<file path="config.mk">
export PLATFORM = sky130hd
export DESIGN_NAME = a1csa_vl_adder
export DESIGN_NICKNAME = d
export VERILOG_FILES = /design/src/rtl/a1csa_pkg.sv /design/src/rtl/a1csa_vl_adder_rb_inc.sv /design/src/rtl/a1csa_vl_adder.sv
export SDC_FILE = /design/constraint.sdc
export NUM_CORES = 1
export LEC_CHECK = 0
export ABC_AREA = 1
export ABC_CLOCK_PERIOD_IN_PS = 2330
export CORE_MARGIN = 4
export CORE_UTILIZATION = 45
export CTS_CLUSTER_SIZE = 40
export DETAILED_ROUTE_END_ITERATION = 10
export HOLD_SLACK_MARGIN = 0.12
export PLACE_DENSITY = 0.76
export SETUP_SLACK_MARGIN = 0.02
export SYNTH_ARGS = -nofsm -noshare
export SYNTH_HDL_FRONTEND = slang
export SYNTH_SLANG_ARGS = --single-unit
</file>
<file path="constraint.sdc">
create_clock -name clk -period 2.33 [get_ports clk]
set_input_delay 0.233 -clock clk [delete_from_list [all_inputs] [get_ports clk]]
set_output_delay 0.233 -clock clk [all_outputs]
set_load 0.01 [all_outputs]
</file>
<file path="src/rtl/a1csa_pkg.sv">
// a1csa_pkg: shared types and elaboration helpers for the a1csa adder family.
package a1csa_pkg;

  // Control states of the variable-latency adder.
  typedef enum logic [1:0] {
    IDLE = 2'd0,
    DONE = 2'd1,
    FIX  = 2'd2
  } state_t;

  // Number of carry-select blocks for a given operand width and block size.
  function automatic int calc_nb(input int width, input int blk);
    return width / blk;
  endfunction

  // Legal geometry: whole blocks only, and at least two of them.
  function automatic bit blk_fits(input int width, input int blk);
    return (blk > 0) && ((width % blk) == 0) && ((width / blk) >= 2);
  endfunction

endpackage

</file>
<file path="src/rtl/a1csa_vl_adder_rb_inc.sv">
// rb_inc: BLK-bit recomputing incrementer used to repair a block whose
// carry-in was speculated as 0 but is really 1. Bit 0 flips; every higher
// bit flips when all bits below it are set.
module rb_inc #(
  parameter int BLK = 4
) (
  input  logic [BLK-1:0] din,
  output logic [BLK-1:0] dout
);

  assign dout[0] = ~din[0];

  for (genvar i = 1; i < BLK; i++) begin : g_bit
    assign dout[i] = din[i] ^ (&din[i-1:0]);
  end

endmodule

</file>
<file path="src/rtl/a1csa_vl_adder.sv">
// a1csa_vl_adder: variable-latency approximate carry-select adder.
// Each block's carry-in is guessed from the previous block's generate alone.
// Build option A1CSA_RECOMPUTE_EN: when defined, mispredicted blocks are
// repaired in an extra FIX cycle (exact results); when undefined, the
// speculative sum/cout are delivered and err flags the inexact result.
module a1csa_vl_adder
  import a1csa_pkg::*;
#(
  parameter int WIDTH = 16,
  parameter int BLK   = 4,
  parameter int CNT_W = 16
) (
  input  logic             clk,
  input  logic             rst,
  input  logic             in_valid,
  output logic             in_ready,
  input  logic [WIDTH-1:0] a,
  input  logic [WIDTH-1:0] b,
  input  logic             cin,
  output logic             out_valid,
  input  logic             out_ready,
  output logic [WIDTH-1:0] sum,
  output logic             cout,
  output logic             err,
  output logic [CNT_W-1:0] err_cnt
);

  localparam int NB = calc_nb(WIDTH, BLK);

  if (!blk_fits(WIDTH, BLK)) begin : g_bad_cfg
    $error("a1csa_vl_adder: WIDTH must be a multiple of BLK with at least two blocks");
  end

  state_t           state_r;
  logic             accept_s;
  logic [BLK:0]     raw_s [NB];
  logic [NB-1:0]    g_s;
  logic [NB-2:0]    p_s;
  logic [NB-1:0]    c_spec_s;
  logic [NB-1:0]    c_true_s;
  logic [NB-1:0]    miss_s;
  logic [WIDTH-1:0] s_spec_s;
  logic             err_s;

  assign in_ready = !rst && ((state_r == IDLE) || ((state_r == DONE) && out_ready));
  assign accept_s = in_valid && in_ready;

  // Per-block generate/propagate, speculated vs true carries, speculative sum.
  always_comb begin
    for (int j = 0; j < NB; j++) begin
      raw_s[j] = {1'b0, a[j*BLK +: BLK]} + {1'b0, b[j*BLK +: BLK]};
      g_s[j]   = raw_s[j][BLK];
    end
    for (int j = 0; j < NB - 1; j++) begin
      p_s[j] = &(a[j*BLK +: BLK] ^ b[j*BLK +: BLK]);
    end
    c_spec_s[0] = cin;
    c_true_s[0] = cin;
    for (int j = 1; j < NB; j++) begin
      c_spec_s[j] = g_s[j-1];
      c_true_s[j] = g_s[j-1] | (p_s[j-1] & c_true_s[j-1]);
    end
    // A speculated carry can only be missing, never spurious.
    miss_s = c_true_s & ~c_spec_s;
    err_s  = |miss_s;
    for (int j = 0; j < NB; j++) begin
      s_spec_s[j*BLK +: BLK] = raw_s[j][BLK-1:0] + BLK'(c_spec_s[j]);
    end
  end

`ifdef A1CSA_RECOMPUTE_EN
  logic             cout_true_s;
  logic [NB-1:1]    miss_r;
  logic [WIDTH-1:0] sum_fix_s;

  assign cout_true_s = g_s[NB-1] |
                       ((&(a[(NB-1)*BLK +: BLK] ^ b[(NB-1)*BLK +: BLK])) & c_true_s[NB-1]);

  // Block 0 sees the exact cin, so only blocks 1..NB-1 carry a repair path.
  assign sum_fix_s[BLK-1:0] = sum[BLK-1:0];
  for (genvar j = 1; j < NB; j++) begin : g_fix
    logic [BLK-1:0] inc_blk_s;
    rb_inc #(.BLK(BLK)) u_inc (
      .din  (sum[j*BLK +: BLK]),
      .dout (inc_blk_s)
    );
    assign sum_fix_s[j*BLK +: BLK] = miss_r[j] ? inc_blk_s : sum[j*BLK +: BLK];
  end
`else
  logic cout_spec_s;

  assign cout_spec_s = g_s[NB-1] | ((&raw_s[NB-1][BLK-1:0]) & c_spec_s[NB-1]);
`endif

  // Control FSM with registered result, flag and misprediction counter.
  always_ff @(posedge clk) begin
    if (rst) begin
      state_r   <= IDLE;
      out_valid <= 1'b0;
      sum       <= {WIDTH{1'b0}};
      cout      <= 1'b0;
      err       <= 1'b0;
      err_cnt   <= {CNT_W{1'b0}};
`ifdef A1CSA_RECOMPUTE_EN
      miss_r    <= {(NB-1){1'b0}};
`endif
    end else if (accept_s) begin
      sum <= s_spec_s;
      err <= err_s;
      if (err_s && (err_cnt != {CNT_W{1'b1}})) begin
        err_cnt <= err_cnt + CNT_W'(1);
      end
`ifdef A1CSA_RECOMPUTE_EN
      cout   <= cout_true_s;
      miss_r <= miss_s[NB-1:1];
      if (err_s) begin
        state_r   <= FIX;
        out_valid <= 1'b0;
      end else begin
        state_r   <= DONE;
        out_valid <= 1'b1;
      end
`else
      cout      <= cout_spec_s;
      state_r   <= DONE;
      out_valid <= 1'b1;
`endif
    end else begin
      case (state_r)
        IDLE: begin
          out_valid <= 1'b0;
        end
        FIX: begin
`ifdef A1CSA_RECOMPUTE_EN
          sum       <= sum_fix_s;
          state_r   <= DONE;
          out_valid <= 1'b1;
`else
          state_r   <= IDLE;
          out_valid <= 1'b0;
`endif
        end
        DONE: begin
          if (out_ready) begin
            state_r   <= IDLE;
            out_valid <= 1'b0;
          end
        end
        default: begin
          state_r   <= IDLE;
          out_valid <= 1'b0;
        end
      endcase
    end
  end

endmodule

</file>
Yosys cells after proc, flatten, opt, wreduce, memory -nomap -nowiden
Cells that the tools add are included.
W data, S select, Z words.
{"block": "word_totals", "reg_bits": 37, "in_bits": 37, "out_inout_bits": 36, "word_cells": 57}
{"block": "op_classes", "add_sub_neg": 9, "n_eq_ne": 5, "muxes": 6, "bitwise_logic": 14, "n_reduce_logical": 16}
{"operator": "$add A4 B4 Y5", "n": 4}
{"operator": "$add A16 B1 Y16 const B", "n": 1}
{"operator": "$add A4 B1 Y4", "n": 4}
{"operator": "$ne A16 B16 Y1 const B", "n": 1}
{"operator": "$reduce_and A4 Y1", "n": 4}
{"operator": "$xor A4 B4 Y4", "n": 3}
{"operator": "$reduce_and A2 Y1", "n": 3}
{"operator": "$and A1 B1 Y1", "n": 4}
{"operator": "$and A4 B4 Y4", "n": 1}
{"operator": "$logic_and A1 B1 Y1", "n": 4}
{"operator": "$mux W1", "n": 4}
{"operator": "$ne A2 B2 Y1 const B", "n": 2}
{"operator": "$not A4 Y4", "n": 1}
{"operator": "$or A1 B1 Y1", "n": 4}
{"operator": "$pmux W2 S2", "n": 1}
{"operator": "$reduce_or A4 Y1", "n": 1}
{"operator": "$ne A3 B3 Y1 const B", "n": 1}
{"operator": "$eq A2 B1 Y1 const B", "n": 1}
{"operator": "$logic_not A2 Y1", "n": 1}
{"operator": "$mux W2", "n": 1}
{"operator": "$reduce_or A2 Y1", "n": 1}
{"operator": "$logic_not A1 Y1", "n": 1}
{"operator": "$logic_or A1 B1 Y1", "n": 1}
{"operator": "$not A1 Y1", "n": 1}

Logic depth before layout (Yosys ltp)
Gate-level depths: netlist (run 1).
{"block": "depth", "ltp_word": 12, "ltp_mapped": 13, "ltp_nobuf": 13}

Least setup slack after synthesis (run 1)
OpenSTA, ideal clock, no wires.
{"block": "synth_timing", "kind": "input to register", "start": "in a[4]", "end": "reg sum[11]", "setup_ns": 0.132, "arrival_ns": 1.614, "t_required_ns": 2.198, "path_slack_ns": 0.585, "stages": 12, "n_path_buf": 0, "path_cell_list": "ha_1 inv_1 fa_1 inv_1 nand3_1 nand3_1 ha_1 nand3_1 xor2_1 nand2_1 nand2_1 mux2i_1"}
{"block": "synth_between", "elab_chain_cells": 2}
{"item": "start: declaration", "line_no": "a1csa_vl_adder.sv:17", "text": "input logic [WIDTH-1:0] a,"}
{"item": "$add A4 B4 Y5", "line_no": "a1csa_vl_adder.sv:51", "text": "raw_s[j] = {1'b0, a[j*BLK +: BLK]} + {1'b0, b[j*BLK +: BLK]};"}
{"item": "$add A4 B1 Y4", "line_no": "a1csa_vl_adder.sv:67", "text": "s_spec_s[j*BLK +: BLK] = raw_s[j][BLK-1:0] + BLK'(c_spec_s[j]);"}
{"item": "end signal: assignment", "line_no": "a1csa_vl_adder.sv:100", "text": "sum <= {WIDTH{1'b0}};"}
{"item": "end signal: assignment", "line_no": "a1csa_vl_adder.sv:108", "text": "sum <= s_spec_s;"}
{"item": "end: declaration", "line_no": "a1csa_vl_adder.sv:22", "text": "output logic [WIDTH-1:0] sum,"}
Every way passes these cells.
A chain may end at the register's enable or synchronous reset.

Final worst setup path (run 1)
Same ends and word-level chain as after synthesis.

==> flow_metrics.env, run 1 <==
export IMPL_clock_root_buffer="clkbuf_8"
export IMPL_average_routed_wire_per_standard_cell_um=12.5
export IMPL_setup_viol_count_final=0
export IMPL_core_area_um2=5540
export IMPL_setup_tns_final_ns=0
export IMPL_cts_hold_repair_buffers=0
export IMPL_drt_first_iter_violations=173
export IMPL_drt_pass1_iterations=4
export IMPL_grt_max_degree=24
export IMPL_critPathArrivalTime_ns=2.30
export IMPL_grt_remaining_overflow=0
export IMPL_vdd_ir_drop_worst_mv=0.295
export IMPL_global_routing_usage_summed_across_all_routing_layers_pct=18.9
export IMPL_min_path_type="reg2reg"
export IMPL_synth_distinct_cells=29
export IMPL_placedInstanceArea_um2=3390
export IMPL_yosys_warnings=0
export IMPL_tritoncts="done"
export IMPL_synth_area_top_cells="dfxtp_1 28%, nand2_1 15%, ha_1 12%, inv_1 6.0%, nand3_1 5.4%"
export IMPL_hold_path_startpoint="sum[12]$_SDFFE_PP0P_"
export IMPL_worst_skew_pair_late_latency_ns=0.29
export IMPL_floorplan_die_width_um=83.7
export IMPL_grt_pass1_wl_um=11000
export IMPL_finish_cell_count_without_fillers=515
export IMPL_synth_largest_type_area_fraction_pct=27.9
export IMPL_synth_yosys_seq_area_share_pct=27.9
export IMPL_drt_drc_violations_left=0
export IMPL_post_synth_instance_area_um2=2580
export IMPL_grt_setup_unrepaired="no"
export IMPL_worstMarginPinSlew_ns=0.517
export IMPL_via_total_after_detailed_routing=2622
export IMPL_die_h_um=83.7
export IMPL_synth_nets=433
export IMPL_crit_path_max_fanout=3
export IMPL_report_final_hold_viol_count=0
export IMPL_ctsHtreeMaxLevel=2
export IMPL_max_slew_margin_rel_pct=65.3
export IMPL_final_net_count=509
export IMPL_worstSetupPathType="in2reg"
export IMPL_r2r_cells=7
export IMPL_cap_viol_max_count=0
export IMPL_max_freq_mhz=471
export IMPL_startpoint_type="primary input"
export IMPL_timing_rr_start="err_cnt[0]$_SDFFE_PP0P_"
export IMPL_syn_inst=367
export IMPL_floorplan_die_area_um2=7010
export IMPL_finalMaxSlewViolations=0
export IMPL_drt_total_wl_um=6460
export IMPL_ioPinCount=73
export IMPL_worst_slack_ns=0.206
export IMPL_placed_cells_incl_taps=508
export IMPL_cts_sinks=36
export IMPL_clock_skew_final_ns=0.00514
export IMPL_num_rows=27
export IMPL_postSynthAreaPerCell_um2=7.03
export IMPL_status="completed"
export IMPL_numCtsBuffers=5
export IMPL_ff2ff_setup_slack_ns=0.43
export IMPL_ys_seq_elements=36
export IMPL_numPortBuffers=72
export IMPL_hpwlAfterDp_um=5090
export IMPL_gp_routability_congestion=0.935
export IMPL_period_minus_slack_ns=2.12
export IMPL_antenna_found_initial=0
export IMPL_holdPathEnd="sum[12]$_SDFFE_PP0P_"
export IMPL_layout_cell_area_non_filler_um2=3470
export IMPL_post_route_ant_nets=0
export IMPL_post_cts_setup_buffers=0
export IMPL_per_cell_via_count_in_the_routed_design=5.09
export IMPL_start_util_pct=46.6
export IMPL_layout_drive_gt1_share_pct=4.51
export IMPL_yosys_area_top_type="dfxtp_1"
export IMPL_cp_end_kind="register"
export IMPL_min_path_cells=2
export IMPL_cp_required_ns=2.50
export IMPL_detailedPlace_worstSlack_ns=-0.0955
export IMPL_cts_clk_slew_worst_paths_ns=0.06
export IMPL_r2r_end="err_cnt[12]$_SDFFE_PP0P_"
export IMPL_syn_to_final_growth_pct=34.6
export IMPL_max_clock_path_buffers=2
export IMPL_leakagePower_nw=1.53
export IMPL_grt_pass1_vias=2489
export IMPL_cts_resized=0
export IMPL_power_density_cell_area_nw_per_um2=451
export IMPL_finalCritPeriodShare_pct=91.1
export IMPL_num_antenna_cells=0
-- state kept, by name, summed over array words and instances (netlist names) --
name and flops:
cout 1, err 1, err_cnt 16, out_valid 1
state_r 1, sum 16
-- report_power, final --
part | total (mW) | switching, mW | leakage, nW | internal (mW)
combinational | 0.469 | 0.224 | 1.20 | 0.245
sequential | 0.678 | 0.0241 | 0.294 | 0.654
clock | 0.419 | 0.216 | 0.0410 | 0.203
total | 1.57 | 0.464 | 1.53 | 1.10
-- through the flow --
step | hold WS [ns] | power [mW] | utilization, %
2_1_floorplan | 0.383 | 0.948 | -
3_3_place_gp | 0.452 | 1.15 | 61.3
3_5_place_dp | 0.464 | 1.16 | 61.3
4_1_cts | 0.473 | 1.59 | 62.7
5_1_grt | 0.490 | 1.67 | 62.7
6_report | 0.469 | 1.57 | 62.7
-- cell usage after synthesis --
master,number
nor2_1,32
buf_6,1
nand3_4,2
nand3_1,28
a31oi_1,4
nor3_1,1
nand3_2,1
dfxtp_1,36
nand3b_1,1
xor2_1,9
mux2i_1,3
xnor2_1,13
ha_1,25
fa_1,4
a21oi_1,20
o21ai_0,5
clkbuf_1,4
buf_1,2
and2_1,2
inv_2,1
nand2_2,2
inv_1,41
nor3_4,1
clkinv_1,1
a21o_1,1
o21a_1,1
nand2_1,104
buf_2,3
nand4_1,19
-- layer usage --
| layer | track usage (%) | share of wire [%] |
|---|---|---|
| met3 | 5.33 | 5.8 |
| met4 | 6.29 | 1.4 |
| met1 | 21.3 | 42 |
| met5 | 0 | 0 |
| met2 | 34.0 | 51 |
-- worst max-delay path, cell delays in order --
cell             delay [ns]
clkdlybuf4s50_1        0.46
ha_1                   0.16
inv_1                  0.05
fa_1                   0.42
inv_1                  0.09
nand3_1                0.07
nand3_1                0.10
ha_1                   0.18
nand3_1                0.14
xor2_1                 0.21
nand2_1                0.07
nand2_1                0.07
mux2i_1                0.05
-- cell type report --
| type | instances | area (µm²) |
|---|---|---|
| clock buffers | 6 | 72.6 |
| fillers | 539 | 2070 |
| inverters | 43 | 161 |
| repair buffers | 79 | 773 |
| well taps | 72 | 90.1 |
| flip-flops and latches | 36 | 721 |
| multi-input cells | 278 | 1650 |
| clock inverters | 1 | 5.00 |
-- how the worst max path moves through the flow --
stage | start | end | slack (ns)
2_1_floorplan | a[4] | sum[11]$_SDFFE_PP0P_ | 0.58
3_3_place_gp | a[4] | sum[11]$_SDFFE_PP0P_ | 0.05
3_5_place_dp | a[4] | sum[11]$_SDFFE_PP0P_ | -0.1
4_1_cts | a[4] | sum[11]$_SDFFE_PP0P_ | 0.22
5_1_grt | a[4] | sum[11]$_SDFFE_PP0P_ | 0.06
6_report | a[4] | sum[11]$_SDFFE_PP0P_ | 0.21
-- cell usage in the layout, fill, tap and decap left out --
| cell type | Yosys | final |
|---|---|---|
| fa_1 | 4 | 4 |
| a21oi_1 | 20 | 20 |
| clkinv_2 | 0 | 1 |
| nand3_4 | 2 | 2 |
| nand2_1 | 104 | 104 |
| o21ai_0 | 5 | 5 |
| clkdlybuf4s50_1 | 0 | 72 |
| nand2_2 | 2 | 2 |
| ha_1 | 25 | 25 |
| nand4_1 | 19 | 19 |
| buf_4 | 0 | 7 |
| nor2_1 | 32 | 32 |
| xnor2_1 | 13 | 13 |
| nand3b_1 | 1 | 1 |
| inv_2 | 1 | 1 |
| nand3_2 | 1 | 1 |
| inv_1 | 41 | 41 |
| o21a_1 | 1 | 1 |
| nor3_1 | 1 | 1 |
| clkinv_1 | 1 | 1 |
| xor2_1 | 9 | 9 |
| clkbuf_1 | 4 | 1 |
| a21o_1 | 1 | 1 |
| a31oi_1 | 4 | 4 |
| nand3_1 | 28 | 28 |
| nor3_4 | 1 | 1 |
| mux2i_1 | 3 | 3 |
| dfxtp_1 | 36 | 36 |
| and2_1 | 2 | 2 |
| clkbuf_8 | 0 | 5 |
-- cell families after synthesis --
family / after synthesis / synth area share, %
adders and majority gates: 29 / 15.2
xor gates and xnor gates: 22 / 7.47
buffers and inverters: 53 / 8.15
muxes: 3 / 1.16
AOI/OAI and AO/OA: 31 / 6.40
and+or+nand+nor: 193 / 33.7
DFF: 36 / 27.9
Note: power is estimated with default switching activity, not from simulation.
==> inputs of run 2 (changes only) <==
--- a/config.mk
+++ b/config.mk
@@ -14,6 +14,7 @@
 export HOLD_SLACK_MARGIN = 0.12
 export PLACE_DENSITY = 0.76
 export SETUP_SLACK_MARGIN = 0.02
+export SLEW_MARGIN = 20
 export SYNTH_ARGS = -nofsm -noshare
 export SYNTH_HDL_FRONTEND = slang
 export SYNTH_SLANG_ARGS = --single-unit
==> results of run 2 <==
The final DEF is identical to that of run 1; final timing and power are the same.
==> inputs of run 3 (changes only) <==
--- a/config.mk
+++ b/config.mk
@@ -11,7 +11,6 @@
 export CORE_UTILIZATION = 45
 export CTS_CLUSTER_SIZE = 40
 export DETAILED_ROUTE_END_ITERATION = 10
-export HOLD_SLACK_MARGIN = 0.12
 export PLACE_DENSITY = 0.76
 export SETUP_SLACK_MARGIN = 0.02
 export SLEW_MARGIN = 20
==> results of run 3 <==
The final DEF is identical to that of run 1; final timing and power are the same.
